`config.mk`:
```
export PLATFORM = sky130hd
export DESIGN_NAME = multicycle_control_fsm_flat
export DESIGN_NICKNAME = d
export VERILOG_FILES = /design/src/rtl/multicycle_control_if.sv /design/src/rtl/multicycle_control_fsm.sv /design/src/flat_wrapper.sv
export SDC_FILE = /design/constraint.sdc
export NUM_CORES = 1
export LEC_CHECK = 0
export CELL_PAD_IN_SITES_DETAIL_PLACEMENT = 2
export CELL_PAD_IN_SITES_GLOBAL_PLACEMENT = 2
export CORE_MARGIN = 4
export CORE_UTILIZATION = 24
export CTS_CLUSTER_SIZE = 25
export DETAILED_ROUTE_END_ITERATION = 6
export HOLD_SLACK_MARGIN = 0.08
export PLACE_DENSITY_LB_ADDON = 0.1
export SYNTH_ARGS = -nofsm -noshare
export SYNTH_HDL_FRONTEND = slang
export SYNTH_SLANG_ARGS = --single-unit
```
`constraint.sdc`:
```
create_clock -name clk -period 2.25 [get_ports clk]
set_clock_uncertainty 0.2 [all_clocks]
set_input_delay 0.3375 -clock clk [delete_from_list [all_inputs] [get_ports clk]]
set_output_delay 0.3375 -clock clk [all_outputs]
set_load 0.02 [all_outputs]
```
`src/rtl/multicycle_control_if.sv`:
```
// multicycle_control_if: control-unit to datapath bundle; master is the control FSM, slave the datapath side.
interface multicycle_control_if #(parameter int COUNT_W = 16);
   logic [31:0]        Instr;
   logic [3:0]         Cond;
   logic               NextPC;
   logic               IRWrite;
   logic               AdrSrc;
   logic               ALUSrcA;
   logic [1:0]         ALUSrcB;
   logic [1:0]         ResultSrc;
   logic [1:0]         ALUControl;
   logic               RegW;
   logic               MemW;
   logic               Branch;
   logic               PCS;
   logic [1:0]         FlagW;
   logic               Undef;
   logic [COUNT_W-1:0] InstrCount;

   modport master (
      input  Instr,
      output Cond, NextPC, IRWrite, AdrSrc, ALUSrcA, ALUSrcB, ResultSrc, ALUControl,
             RegW, MemW, Branch, PCS, FlagW, Undef, InstrCount
   );

   modport slave (
      output Instr,
      input  Cond, NextPC, IRWrite, AdrSrc, ALUSrcA, ALUSrcB, ResultSrc, ALUControl,
             RegW, MemW, Branch, PCS, FlagW, Undef, InstrCount
   );
endinterface

```
`src/rtl/multicycle_control_fsm.sv`:
```
// multicycle_control_fsm: multicycle ARM main decoder producing raw, unconditioned control strobes.
module multicycle_control_fsm #(parameter int COUNT_W = 16) (
   input logic                 clk,
   input logic                 rst_n,
   multicycle_control_if.master bus
);
   typedef enum logic [3:0] {
      FETCH, DECODE, MEMADR, MEMREAD, MEMWB, MEMWRITE, EXECUTER, EXECUTEI, ALUWB, BRANCH
   } state_t;

   typedef struct packed {
      logic       nextPC;
      logic       irWrite;
      logic       adrSrc;
      logic       aluSrcA;
      logic [1:0] aluSrcB;
      logic [1:0] resultSrc;
      logic [1:0] aluControl;
      logic       regW;
      logic       memW;
      logic       branch;
      logic [1:0] flagW;
      logic       undef;
   } ctrl_t;

   state_t             state, nextState;
   logic [1:0]         op, nextOp;
   logic [5:0]         funct, nextFunct;
   logic [3:0]         rd, cond;
   logic [COUNT_W-1:0] instrCount;
   ctrl_t              ctrl, ctrlOut;
   logic               unusedInstrBits;

   // Moore output table; evaluated for the state being entered so the outputs come straight from flops.
   function automatic ctrl_t ctrlFor(state_t s, logic [1:0] o, logic [5:0] f);
      ctrl_t      c;
      logic       cmp;
      logic [1:0] alu;
      cmp = f[4:1] == 4'b1010;
      alu = (f[4:1] == 4'b0010 || cmp) ? 2'b01 :
            f[4:1] == 4'b0000          ? 2'b10 :
            f[4:1] == 4'b1100          ? 2'b11 : 2'b00;
      c = '0;
      case (s)
         FETCH: begin
            c.nextPC    = 1'b1;
            c.irWrite   = 1'b1;
            c.aluSrcA   = 1'b1;
            c.aluSrcB   = 2'b10;
            c.resultSrc = 2'b10;
         end
         DECODE: begin
            c.aluSrcA   = 1'b1;
            c.aluSrcB   = 2'b10;
            c.resultSrc = 2'b10;
            c.undef     = o == 2'b11;
         end
         MEMADR:   c.aluSrcB = 2'b01;
         MEMREAD:  c.adrSrc = 1'b1;
         MEMWB: begin
            c.resultSrc = 2'b01;
            c.regW      = 1'b1;
         end
         MEMWRITE: begin
            c.adrSrc = 1'b1;
            c.memW   = 1'b1;
         end
         EXECUTER, EXECUTEI: begin
            c.aluSrcB    = s == EXECUTEI ? 2'b01 : 2'b00;
            c.aluControl = alu;
            c.flagW      = cmp ? 2'b11 : {f[0], f[0] & ~alu[1]};
         end
         ALUWB:    c.regW = ~cmp;
         BRANCH: begin
            c.aluSrcB   = 2'b01;
            c.resultSrc = 2'b10;
            c.branch    = 1'b1;
         end
         default: ;
      endcase
      return c;
   endfunction

   // Next-state selection; instruction fields are taken live from Instr only while leaving FETCH.
   always_comb begin
      nextOp    = state == FETCH ? bus.Instr[27:26] : op;
      nextFunct = state == FETCH ? bus.Instr[25:20] : funct;
      nextState = FETCH;
      case (state)
         FETCH:              nextState = DECODE;
         DECODE:             nextState = op == 2'b00 ? (funct[5] ? EXECUTEI : EXECUTER) :
                                         op == 2'b01 ? MEMADR :
                                         op == 2'b10 ? BRANCH : FETCH;
         MEMADR:             nextState = funct[0] ? MEMREAD : MEMWRITE;
         MEMREAD:            nextState = MEMWB;
         EXECUTER, EXECUTEI: nextState = ALUWB;
         default:            nextState = FETCH;
      endcase
   end

   // State, latched instruction fields, decoded-instruction counter and registered Moore outputs.
   always_ff @(posedge clk) begin
      if (!rst_n) begin
         state      <= FETCH;
         op         <= '0;
         funct      <= '0;
         rd         <= '0;
         cond       <= '0;
         instrCount <= '0;
         ctrl       <= ctrlFor(FETCH, 2'b00, 6'b0);
      end else begin
         state <= nextState;
         op    <= nextOp;
         funct <= nextFunct;
         ctrl  <= ctrlFor(nextState, nextOp, nextFunct);
         if (state == FETCH) begin
            rd   <= bus.Instr[15:12];
            cond <= bus.Instr[31:28];
         end
         if (state == DECODE) instrCount <= instrCount + 1'b1;
      end
   end

   // Reset gates every output immediately so a strobe cannot commit in the cycle reset is asserted.
   assign ctrlOut         = rst_n ? ctrl : '0;
   assign bus.Cond        = rst_n ? cond : '0;
   assign bus.InstrCount  = rst_n ? instrCount : '0;
   assign bus.NextPC      = ctrlOut.nextPC;
   assign bus.IRWrite     = ctrlOut.irWrite;
   assign bus.AdrSrc      = ctrlOut.adrSrc;
   assign bus.ALUSrcA     = ctrlOut.aluSrcA;
   assign bus.ALUSrcB     = ctrlOut.aluSrcB;
   assign bus.ResultSrc   = ctrlOut.resultSrc;
   assign bus.ALUControl  = ctrlOut.aluControl;
   assign bus.RegW        = ctrlOut.regW;
   assign bus.MemW        = ctrlOut.memW;
   assign bus.Branch      = ctrlOut.branch;
   assign bus.FlagW       = ctrlOut.flagW;
   assign bus.Undef       = ctrlOut.undef;
   assign bus.PCS         = (ctrlOut.regW & (rd == 4'hF)) | ctrlOut.branch;
   assign unusedInstrBits = ^{bus.Instr[19:16], bus.Instr[11:0]};
endmodule

```
`src/flat_wrapper.sv`:
```
// flat-port wrapper written by rule: the top's interface ports become plain ports
module multicycle_control_fsm_flat 
#(parameter int COUNT_W = 16)
  (clk, rst_n, bus_Instr, bus_Cond, bus_NextPC, bus_IRWrite, bus_AdrSrc, bus_ALUSrcA, bus_ALUSrcB, bus_ResultSrc, bus_ALUControl, bus_RegW, bus_MemW, bus_Branch, bus_PCS, bus_FlagW, bus_Undef, bus_InstrCount);
  multicycle_control_if #(.COUNT_W(COUNT_W)) bus_i ();
  input logic clk;
  input logic rst_n;
  input wire logic [$bits(bus_i.Instr)-1:0] bus_Instr;
  output wire logic [$bits(bus_i.Cond)-1:0] bus_Cond;
  output wire logic [$bits(bus_i.NextPC)-1:0] bus_NextPC;
  output wire logic [$bits(bus_i.IRWrite)-1:0] bus_IRWrite;
  output wire logic [$bits(bus_i.AdrSrc)-1:0] bus_AdrSrc;
  output wire logic [$bits(bus_i.ALUSrcA)-1:0] bus_ALUSrcA;
  output wire logic [$bits(bus_i.ALUSrcB)-1:0] bus_ALUSrcB;
  output wire logic [$bits(bus_i.ResultSrc)-1:0] bus_ResultSrc;
  output wire logic [$bits(bus_i.ALUControl)-1:0] bus_ALUControl;
  output wire logic [$bits(bus_i.RegW)-1:0] bus_RegW;
  output wire logic [$bits(bus_i.MemW)-1:0] bus_MemW;
  output wire logic [$bits(bus_i.Branch)-1:0] bus_Branch;
  output wire logic [$bits(bus_i.PCS)-1:0] bus_PCS;
  output wire logic [$bits(bus_i.FlagW)-1:0] bus_FlagW;
  output wire logic [$bits(bus_i.Undef)-1:0] bus_Undef;
  output wire logic [$bits(bus_i.InstrCount)-1:0] bus_InstrCount;
  assign bus_i.Instr = bus_Instr;
  assign bus_Cond = bus_i.Cond;
  assign bus_NextPC = bus_i.NextPC;
  assign bus_IRWrite = bus_i.IRWrite;
  assign bus_AdrSrc = bus_i.AdrSrc;
  assign bus_ALUSrcA = bus_i.ALUSrcA;
  assign bus_ALUSrcB = bus_i.ALUSrcB;
  assign bus_ResultSrc = bus_i.ResultSrc;
  assign bus_ALUControl = bus_i.ALUControl;
  assign bus_RegW = bus_i.RegW;
  assign bus_MemW = bus_i.MemW;
  assign bus_Branch = bus_i.Branch;
  assign bus_PCS = bus_i.PCS;
  assign bus_FlagW = bus_i.FlagW;
  assign bus_Undef = bus_i.Undef;
  assign bus_InstrCount = bus_i.InstrCount;
  multicycle_control_fsm #(.COUNT_W(COUNT_W)) u_core (.clk(clk), .rst_n(rst_n), .bus(bus_i));
endmodule
```
# [After elaboration in Yosys (flattened, before gate mapping)]
# Cells that the tools add are included.
# W data, S select, Z words.
[op_classes] n_mux=24 n_bitwise=5 n_eq_ne=21 n_addsub=1 n_reduce_logical=13
[ops] cell="$mux W16" count=2
[ops] cell="$eq A4 B3 Y1 const B" count=6
[ops] cell="$eq A4 B2 Y1 const B" count=5
[ops] cell="$eq A4 B4 Y1 const B" count=5
[ops] cell="$pmux W4 S5" count=1
[ops] cell="$add A16 B1 Y16 const B" count=1
[ops] cell="$mux W4" count=4
[ops] cell="$logic_not A4 Y1" count=3
[ops] cell="$mux W2" count=6
[ops] cell="$reduce_or A2 Y1" count=5
[ops] cell="$eq A4 B1 Y1 const B" count=2
[ops] cell="$mux W1" count=6
[ops] cell="$pmux W2 S3" count=1
[ops] cell="$mux W5" count=1
[ops] cell="$eq A2 B2 Y1 const B" count=2
[ops] cell="$pmux W2 S2" count=1
[ops] cell="$reduce_and A2 Y1" count=2
[ops] cell="$mux W3" count=1
[ops] cell="$reduce_or A3 Y1" count=1
[ops] cell="$and A1 B1 Y1" count=2
[ops] cell="$eq A2 B1 Y1 const B" count=1
[ops] cell="$logic_not A2 Y1" count=1
[ops] cell="$not A1 Y1" count=2
[ops] cell="$pmux W1 S2" count=1
[ops] cell="other kinds (2)" count=2
[word_totals] input_bits=34 word_cells=83 out_inout_bits=37 register_bits=52

# [Logic depth before layout (Yosys ltp)]
# Gate-level depths: netlist of run 1.
[depth] depth_word=9 ltp_mapped=6 mapped_depth_nobuf=4

# [Worst setup path after synthesis of run 1]
# Ideal clock, no wire load.
[synth_timing] path_type="register to register" startpoint="reg u_core.state[3]" endpoint="reg u_core.instrCount[15]" required_ns=1.980 setup_time_ns=0.070 period_less_slack_ns=2.282 stages_incl_launch_ff=7 path_buffers=2 t_arrival_ns=2.012 path_slack_ns=-0.032 cell_sequence="dfxtp_1 -> buf_6 -> or4b_4 -> buf_6 -> or3_4 -> or4_1 -> a21oi_1"
[synth_between] elab_chain_cells=1
[synth_lines] element="start, declared" line_no="multicycle_control_fsm.sv:26" source="state_t state, nextState;"
[synth_lines] element="start signal, assigned" line_no="multicycle_control_fsm.sv:112" source="state <= nextState;"
[synth_lines] element="$eq A4 B1 Y1" line_no="multicycle_control_fsm.sv:120" source="if (state == DECODE) instrCount <= instrCount + 1'b1;"
[synth_lines] element="end signal, assigned" line_no="multicycle_control_fsm.sv:120"
[synth_lines] element="end, declared" line_no="multicycle_control_fsm.sv:30" source="logic [COUNT_W-1:0] instrCount;"
# Every way passes these cells.
# A chain may end at the register's enable or synchronous reset.

# [Worst setup path in the final report of run 1]
[layout_timing] startpoint="reg u_core.state[1]" endpoint="reg u_core.instrCount[15]"
# Same word-level chain as after synthesis.

==> results of run 1 <==
[cell families after synthesis]
logic type	count (synthesis)	synth area share, %
DFF	50	43.3
muxes	5	2.22
adders and majority gates	1	0.541
and+or+nand+nor	143	33.7
AOI/OAI and AO/OA	44	11.6
xor gates and xnor gates	10	3.79
buffers and inverters	23	4.87
[worst max-delay path, delay by kind of cell (launching register included)]
kind | cells | cell delay (ns)
AOI/OAI and AO/OA | 1 | 0.14
DFF | 1 | 0.36
and+or+nand+nor | 3 | 1.44
[registers in the layout, indices dropped and copies added, names as in the netlist]
signal	cells
u_core.instrCount	16
u_core.op	2
u_core.ctrl	14
u_core.funct	6
u_core.cond	4
u_core.rd	4
u_core.state	4
[where the power goes]
part | total [W] | switching, W | leakage [nW] | internal [W]
clock network | 0.000509 | 0.000294 | 0.0383 | 0.000215
registers | 0.00112 | 0.0000971 | 0.409 | 0.00102
logic | 0.00101 | 0.000565 | 0.782 | 0.000445
[layer usage]
metal | GRT usage (%) | vias up | part of all wire, %
li1 | - | 1083 | -
met1 | 17.8 | 1036 | 50
met5 | 0 | - | 0
met4 | 3.33 | 0 | 1.0
met3 | 2.61 | 6 | 3.7
met2 | 21.0 | 36 | 45
[what timing repair did]
item | CTS | global route
setup endpoints to repair | 39 | 20
resized for setup | 4 | 7
gates cloned | 0 | 0
[cell usage in the layout, fill, tap and decap left out, types with 4 or more instances in the layout]
cell,count
dfxtp_1,48
buf_4,30
nand3_1,4
o21ai_0,6
nand2b_1,4
o31ai_1,5
xnor2_1,6
inv_1,4
mux2i_1,4
nor4_1,4
clkbuf_8,5
or4_1,4
a21oi_1,22
nor2_1,25
and2_1,33
clkdlybuf4s50_1,53
nor3_1,5
xor2_1,4
nand2_1,40
nand4_1,4
or3_1,5
[worst paths after layout]
kind	end	slack, ns	cells past startpoint
max	u_core.instrCount[15]$_SDFFE_PN0N_	0.04	4
min reg2reg	u_core.rd[2]$_SDFFE_PN0P_	0.26	2
max reg2reg	u_core.instrCount[15]$_SDFFE_PN0N_	0.04	4
min	u_core.rd[2]$_SDFFE_PN0P_	0.26	2
[cell type report]
class | count | area share, %
clock buffers | 7 | 2.35
flip-flops and latches | 50 | 30.8
well taps | 129 | 4.96
inverters | 5 | 0.577
multi-input cells | 203 | 37.3
repair buffers | 85 | 24.0
[metrics by stage]
stage / std cells / setup TNS (ns) / utilization [%] / worst slack [ns] / power [W]
2_1_floorplan: 276 / -0.0156 / - / -0.0156 / 0.00173
3_3_place_gp: 472 / -8.18 / 33.9 / -0.303 / 0.00212
3_5_place_dp: 472 / -7.92 / 33.9 / -0.313 / 0.00214
4_1_cts: 479 / 0 / 34.8 / 0.00388 / 0.00268
5_1_grt: 479 / 0 / 34.9 / 0.00203 / 0.00285
6_report: 479 / 0 / 34.9 / 0.0418 / 0.00264
==> metrics.md, run 1 <==
| Metric | Value |
|---|---|
| Layout fillers | 1071 |
| Synth area leader | dfxtp_1 |
| Share of the synthesized area in the top cell type | 43.3% |
| Data arrival, critical path | 2.24 ns |
| Pleak | 1.23 nW |
| FF+latch area | 1000 um^2 |
| Cts bufs inserted | 5 |
| Sequential area share after synthesis | 43.3% |
| Initial antenna violation count | 0 |
| Average cell area after synthesis | 8.37 um^2 |
| Post CTS Setup Buffer Count | 0 |
| Row cnt | 35 |
| Layout area overhead | 40.8% |
| Max Cap Viol | 0 |
| Reg clk slew, reported paths | 0.09 ns |
| Avg WL per Cell | around 14 um |
| Max stage delay on crit path | between 0.5 and 0.6 ns |
| Dpl hpwl | 5270 um |
| Die area | about 11000 um^2 |
| CTS tree | yes |
| Clock latency on the worst-skew pair | 0.30 ns |
| Layout cells sized above 1 | 14.0% |
| Seq cells post-synth | 50 |
| Syn Inst Count | 276 |
| Design Area, Final | between 3000 and 4000 um^2 |
| IO Port Bufs | 54 |
| N_diodes | 0 |
| Total GRT Usage | between 10% and 20% |
| GRT overflow | 0 |
| Final setup fails | 0 |
| Setup crit end kind | register |
| Startpoint types | register |
| Synth cell count leaders | dfxtp_1 (50), nand2_1 (40), and2_1 (33), nor2_1 (26), a21oi_1 (22) |
| Synthesized area | ~2300 um^2 |
| Via count | 2161 |
| Min Hold Slack | 0.258 ns |
| Fin crit period | 2.21 ns |
| Peak supply drop | ~0.43 mV |
| Post-synth ARST share | 0% |
| Most frequent cell after synthesis | dfxtp_1 |
| Cells along the critical path | or4b_4 -> or3_4 -> or4_1 -> a21oi_1 |
| Via/cell ratio | between 4 and 5 |
| Clk sinks | 50 |
| Critical path origin | u_core.state[1]$_SDFF_PN0_ |
| Count of final hold-check violations | 0 |
| Core ar. | 9330 um^2 |
| Number of global-route vias before repair | 2299 |
| F_max | ~450 MHz |
| Status | finished, final reports clean |
| Part of the cycle the worst path needs | 98.1% |
| Global-route wire length before repair | between 10000 and 15000 um |
| Detail Route Antenna Nets | 0 |
| Die W | about 110 um |
| Pwr Density | between 800 and 900 nW/um^2 |
| Worst Path Required | 2.29 ns |
| Min-delay worst type | register to register |
| Io pins | 71 |
| Synth unique cells | 44 |
| RSZ-0062 raised after global routing | no |
| Reg2reg start | u_core.state[1]$_SDFF_PN0_ |
| CP Class | register to register |
| Hold path start | u_core.rd[2]$_SDFFE_PN0P_ |
| Slew HR | a little under three fifths |
| Placed Area | 3160 um^2 |
| Wirelength, routed | 6890 um |
| H-tree levels | 2 |
| Crit-path slowest cell | or4b_4 |
| Final net count | about 390 |
| Post-synth EDFFs | 0 |
| Starting Density | about a quarter |
| DRC Markers | 0 |
| Top cells by area, synth | dfxtp_1 (43%), and2_1 (8.9%), nand2_1 (6.5%) |
| Ys Warns | 0 |
| Longest Clk Path Bufs | 2 |
| Root buffer cell | clkbuf_8 |
| 1st-iter DRT viols | 47 |
| Chip Height | about 110 um |
| Max-slew violations | 0 |
| Measured slew at the worst slew-check pin | 0.637 ns |
| CP max FO | 5 |
| Gpl congestion | ~0.74 |
| Area of the multi-input gates | between 1000 and 1500 um^2 |
| Largest net degree at the start of global routing | 25 |
| Initial DRT Pass Iterations | 4 |
| Most used flip-flop cell after synthesis | dfxtp_1 |
| Synthesized Nets | 311 |
| Hold_buf cts | 0 |
Note: power is estimated with default switching activity, not from simulation.
==> inputs of run 2 (changes only) <==
--- a/config.mk
+++ b/config.mk
@@ -13,6 +13,7 @@
 export DETAILED_ROUTE_END_ITERATION = 6
 export HOLD_SLACK_MARGIN = 0.08
 export PLACE_DENSITY_LB_ADDON = 0.1
+export SETUP_SLACK_MARGIN = 0.1
 export SYNTH_ARGS = -nofsm -noshare
 export SYNTH_HDL_FRONTEND = slang
 export SYNTH_SLANG_ARGS = --single-unit
==> metrics.md, run 2 (same netlist as run 1, synthesis figures left out) <==
| Metric | Value |
|---|---|
| Sw Ratio | 36.1% |
| Power share of the clock group | a little under a fifth |
| CP bufs+invs | 0 |
| H-tree levels | 2 |
| Row cnt | 35 |
| Gpl congestion | 0.743 |
| Dpl hpwl | about 5300 um |
| CP max FO | 4 |
| Setup crit end kind | register |
| Clock latency on the worst-skew pair | around 0.3 ns |
| Crit-path slowest cell | or4b_4 |
| Biggest regs | u_core.instrCount x16, u_core.ctrl x14, u_core.funct x6 |
| Longest Clk Path Bufs | 2 |
| Clk sinks | 50 |
| R2R Setup Slk | 0.11 ns |
| Root buffer cell | clkbuf_8 |
| Min Hold Slack | around 0.26 ns |
| Wirelength, routed | 6910 um |
| Die W | 106 um |
| Final net count | 386 |
| CTS tree | yes |
| Largest Register | u_core.instrCount |
| Pleak | about 1.3 nW |
| Layout cells sized above 1 | 14.8% |
| Largest net degree at the start of global routing | 25 |
| 1st-iter DRT viols | 42 |
| Cells along the critical path | or4b_4 -> or3_4 -> or4_1 -> a21oi_1 |
| DRC Markers | 0 |
| Measured slew at the worst slew-check pin | 0.609 ns |
| Via/cell ratio | 4.47 |
| Chip Height | around 110 um |
| Via count | 2147 |
| Design Area, Final | 3280 um^2 |
| RSZ-0062 raised after global routing | yes |
| Io pins | 71 |
| Layout area overhead | 42.0% |
| Initial antenna violation count | 0 |
| Placed Area | between 3000 and 4000 um^2 |
| Pwr Density | 808 nW/um^2 |
| N_diodes | 0 |
| Worst Path Required | 2.29 ns |
| Commonest cells after routing, fill and taps aside | clkdlybuf4s50_1 (49), dfxtp_1 (47), nand2_1 (40) |
| Avg WL per Cell | 14.4 um |
| Count of final hold-check violations | 0 |
| Core ar. | ~9300 um^2 |
| Data arrival, critical path | about 2.2 ns |
| Slew HR | 59.4% |
| Max-slew violations | 0 |
| Crit path max-delay family | simple AND/OR/NAND/NOR gates |
| Part of the cycle the worst path needs | a little over nine tenths |
| Cts bufs inserted | 5 |
| Initial DRT Pass Iterations | 4 |
| Reg clk slew, reported paths | 0.09 ns |
| Share of power burned in registers | 42.3% |
| Internal power | 0.00169 W |
| CP Class | register to register |
| Largest register FFs | 16 |
| # placed instances | 472 |
| IO Port Bufs | 54 |
| Final setup fails | 0 |
| Die area | between 10000 and 15000 um^2 |
| Post-route insts no fill | 480 |
| Total GRT Usage | 13.1% |
| NetSw | 0.000956 W |
| Max stage delay on crit path | 0.55 ns |
| Combinational power share | 38.6% |
| GRT overflow | 0 |
| Startpoint types | register |
| Global-route wire length before repair | 11900 um |
| Fin crit period | 2.14 ns |
| Hold_buf cts | 0 |
| Number of global-route vias before repair | 2298 |
| Starting Density | 24.8% |
| Most common cell after layout, fill and taps aside | clkdlybuf4s50_1 |
| Peak supply drop | 0.433 mV |
| Status | finished, final reports clean |
| Min-delay worst type | register to register |
| F_max | 467 MHz |
| Detail Route Antenna Nets | 0 |
| Max Cap Viol | 0 |
==> run 2: layout make-up <==
type	count	area (um^2)
sequential	50	1000
clock buffer	7	76.3
inverter	5	18.8
multi-input combinational	203	1220
tap	129	161
fill	1074	6050
timing repair buffer	86	805
==> run 2: per-stage QoR <==
| stage | TNS (ns) | total power [W] | util (%) | setup slack [ns] |
|---|---|---|---|---|
| finish | 0 | 0.00265 | 35.2 | 0.110 |
| global route | 0 | 0.00287 | 35.2 | 0.0635 |
| CTS | 0 | 0.00269 | 34.9 | 0.0146 |
| detailed placement | -7.92 | 0.00214 | 33.9 | -0.313 |
| global placement | -8.18 | 0.00212 | 33.9 | -0.303 |
| floorplan | -0.0156 | 0.00173 | - | -0.0156 |
==> run 2: power by group through the flow <==
stage	Combinational (W)	Sequential (W)	Clock (W)
4_1_cts	0.00103	0.00112	0.000543
5_1_grt	0.00115	0.00114	0.000578
6_report	0.00102	0.00112	0.000507
2_1_floorplan	0.000629	0.00110	0
3_3_place_gp	0.000987	0.00113	0
3_5_place_dp	0.00100	0.00114	0
==> run 2: worst register-to-register path, cell delays in order (launching register included) <==
cell and delay (ns):
dfxtp_2 0.35, or4b_4 0.55, or3_4 0.38, or4_1 0.48, a21oi_1 0.13
==> run 2: repair_timing <==
item / in CTS / in global routing
pin swaps: 1 / 0
buffers inserted: 1 / 0
resized for setup: 7 / 11
hold endpoints to repair: 0 / 0
endpoints found under the setup margin: 41 / 15
==> run 2: path summary, 6_finish.rpt <==
| kind | startpoint | end | cells after the start |
|---|---|---|---|
| worst max register to register | u_core.state[2]$_SDFF_PN0_ | u_core.instrCount[15]$_SDFFE_PN0N_ | 4 |
| worst min-delay path | u_core.rd[2]$_SDFFE_PN0P_ | u_core.rd[2]$_SDFFE_PN0P_ | 2 |
| worst max-delay path | u_core.state[2]$_SDFF_PN0_ | u_core.instrCount[15]$_SDFFE_PN0N_ | 4 |
| worst min register to register | u_core.rd[2]$_SDFFE_PN0P_ | u_core.rd[2]$_SDFFE_PN0P_ | 2 |
==> run 2: layer usage <==
layer	part of all wire (%)	wire (um)	GRT usage (%)
met4	0.61	42	3.33
met1	50	3490	17.7
met3	3.4	234	2.61
met2	45	3140	21.2
met5	0	0	0
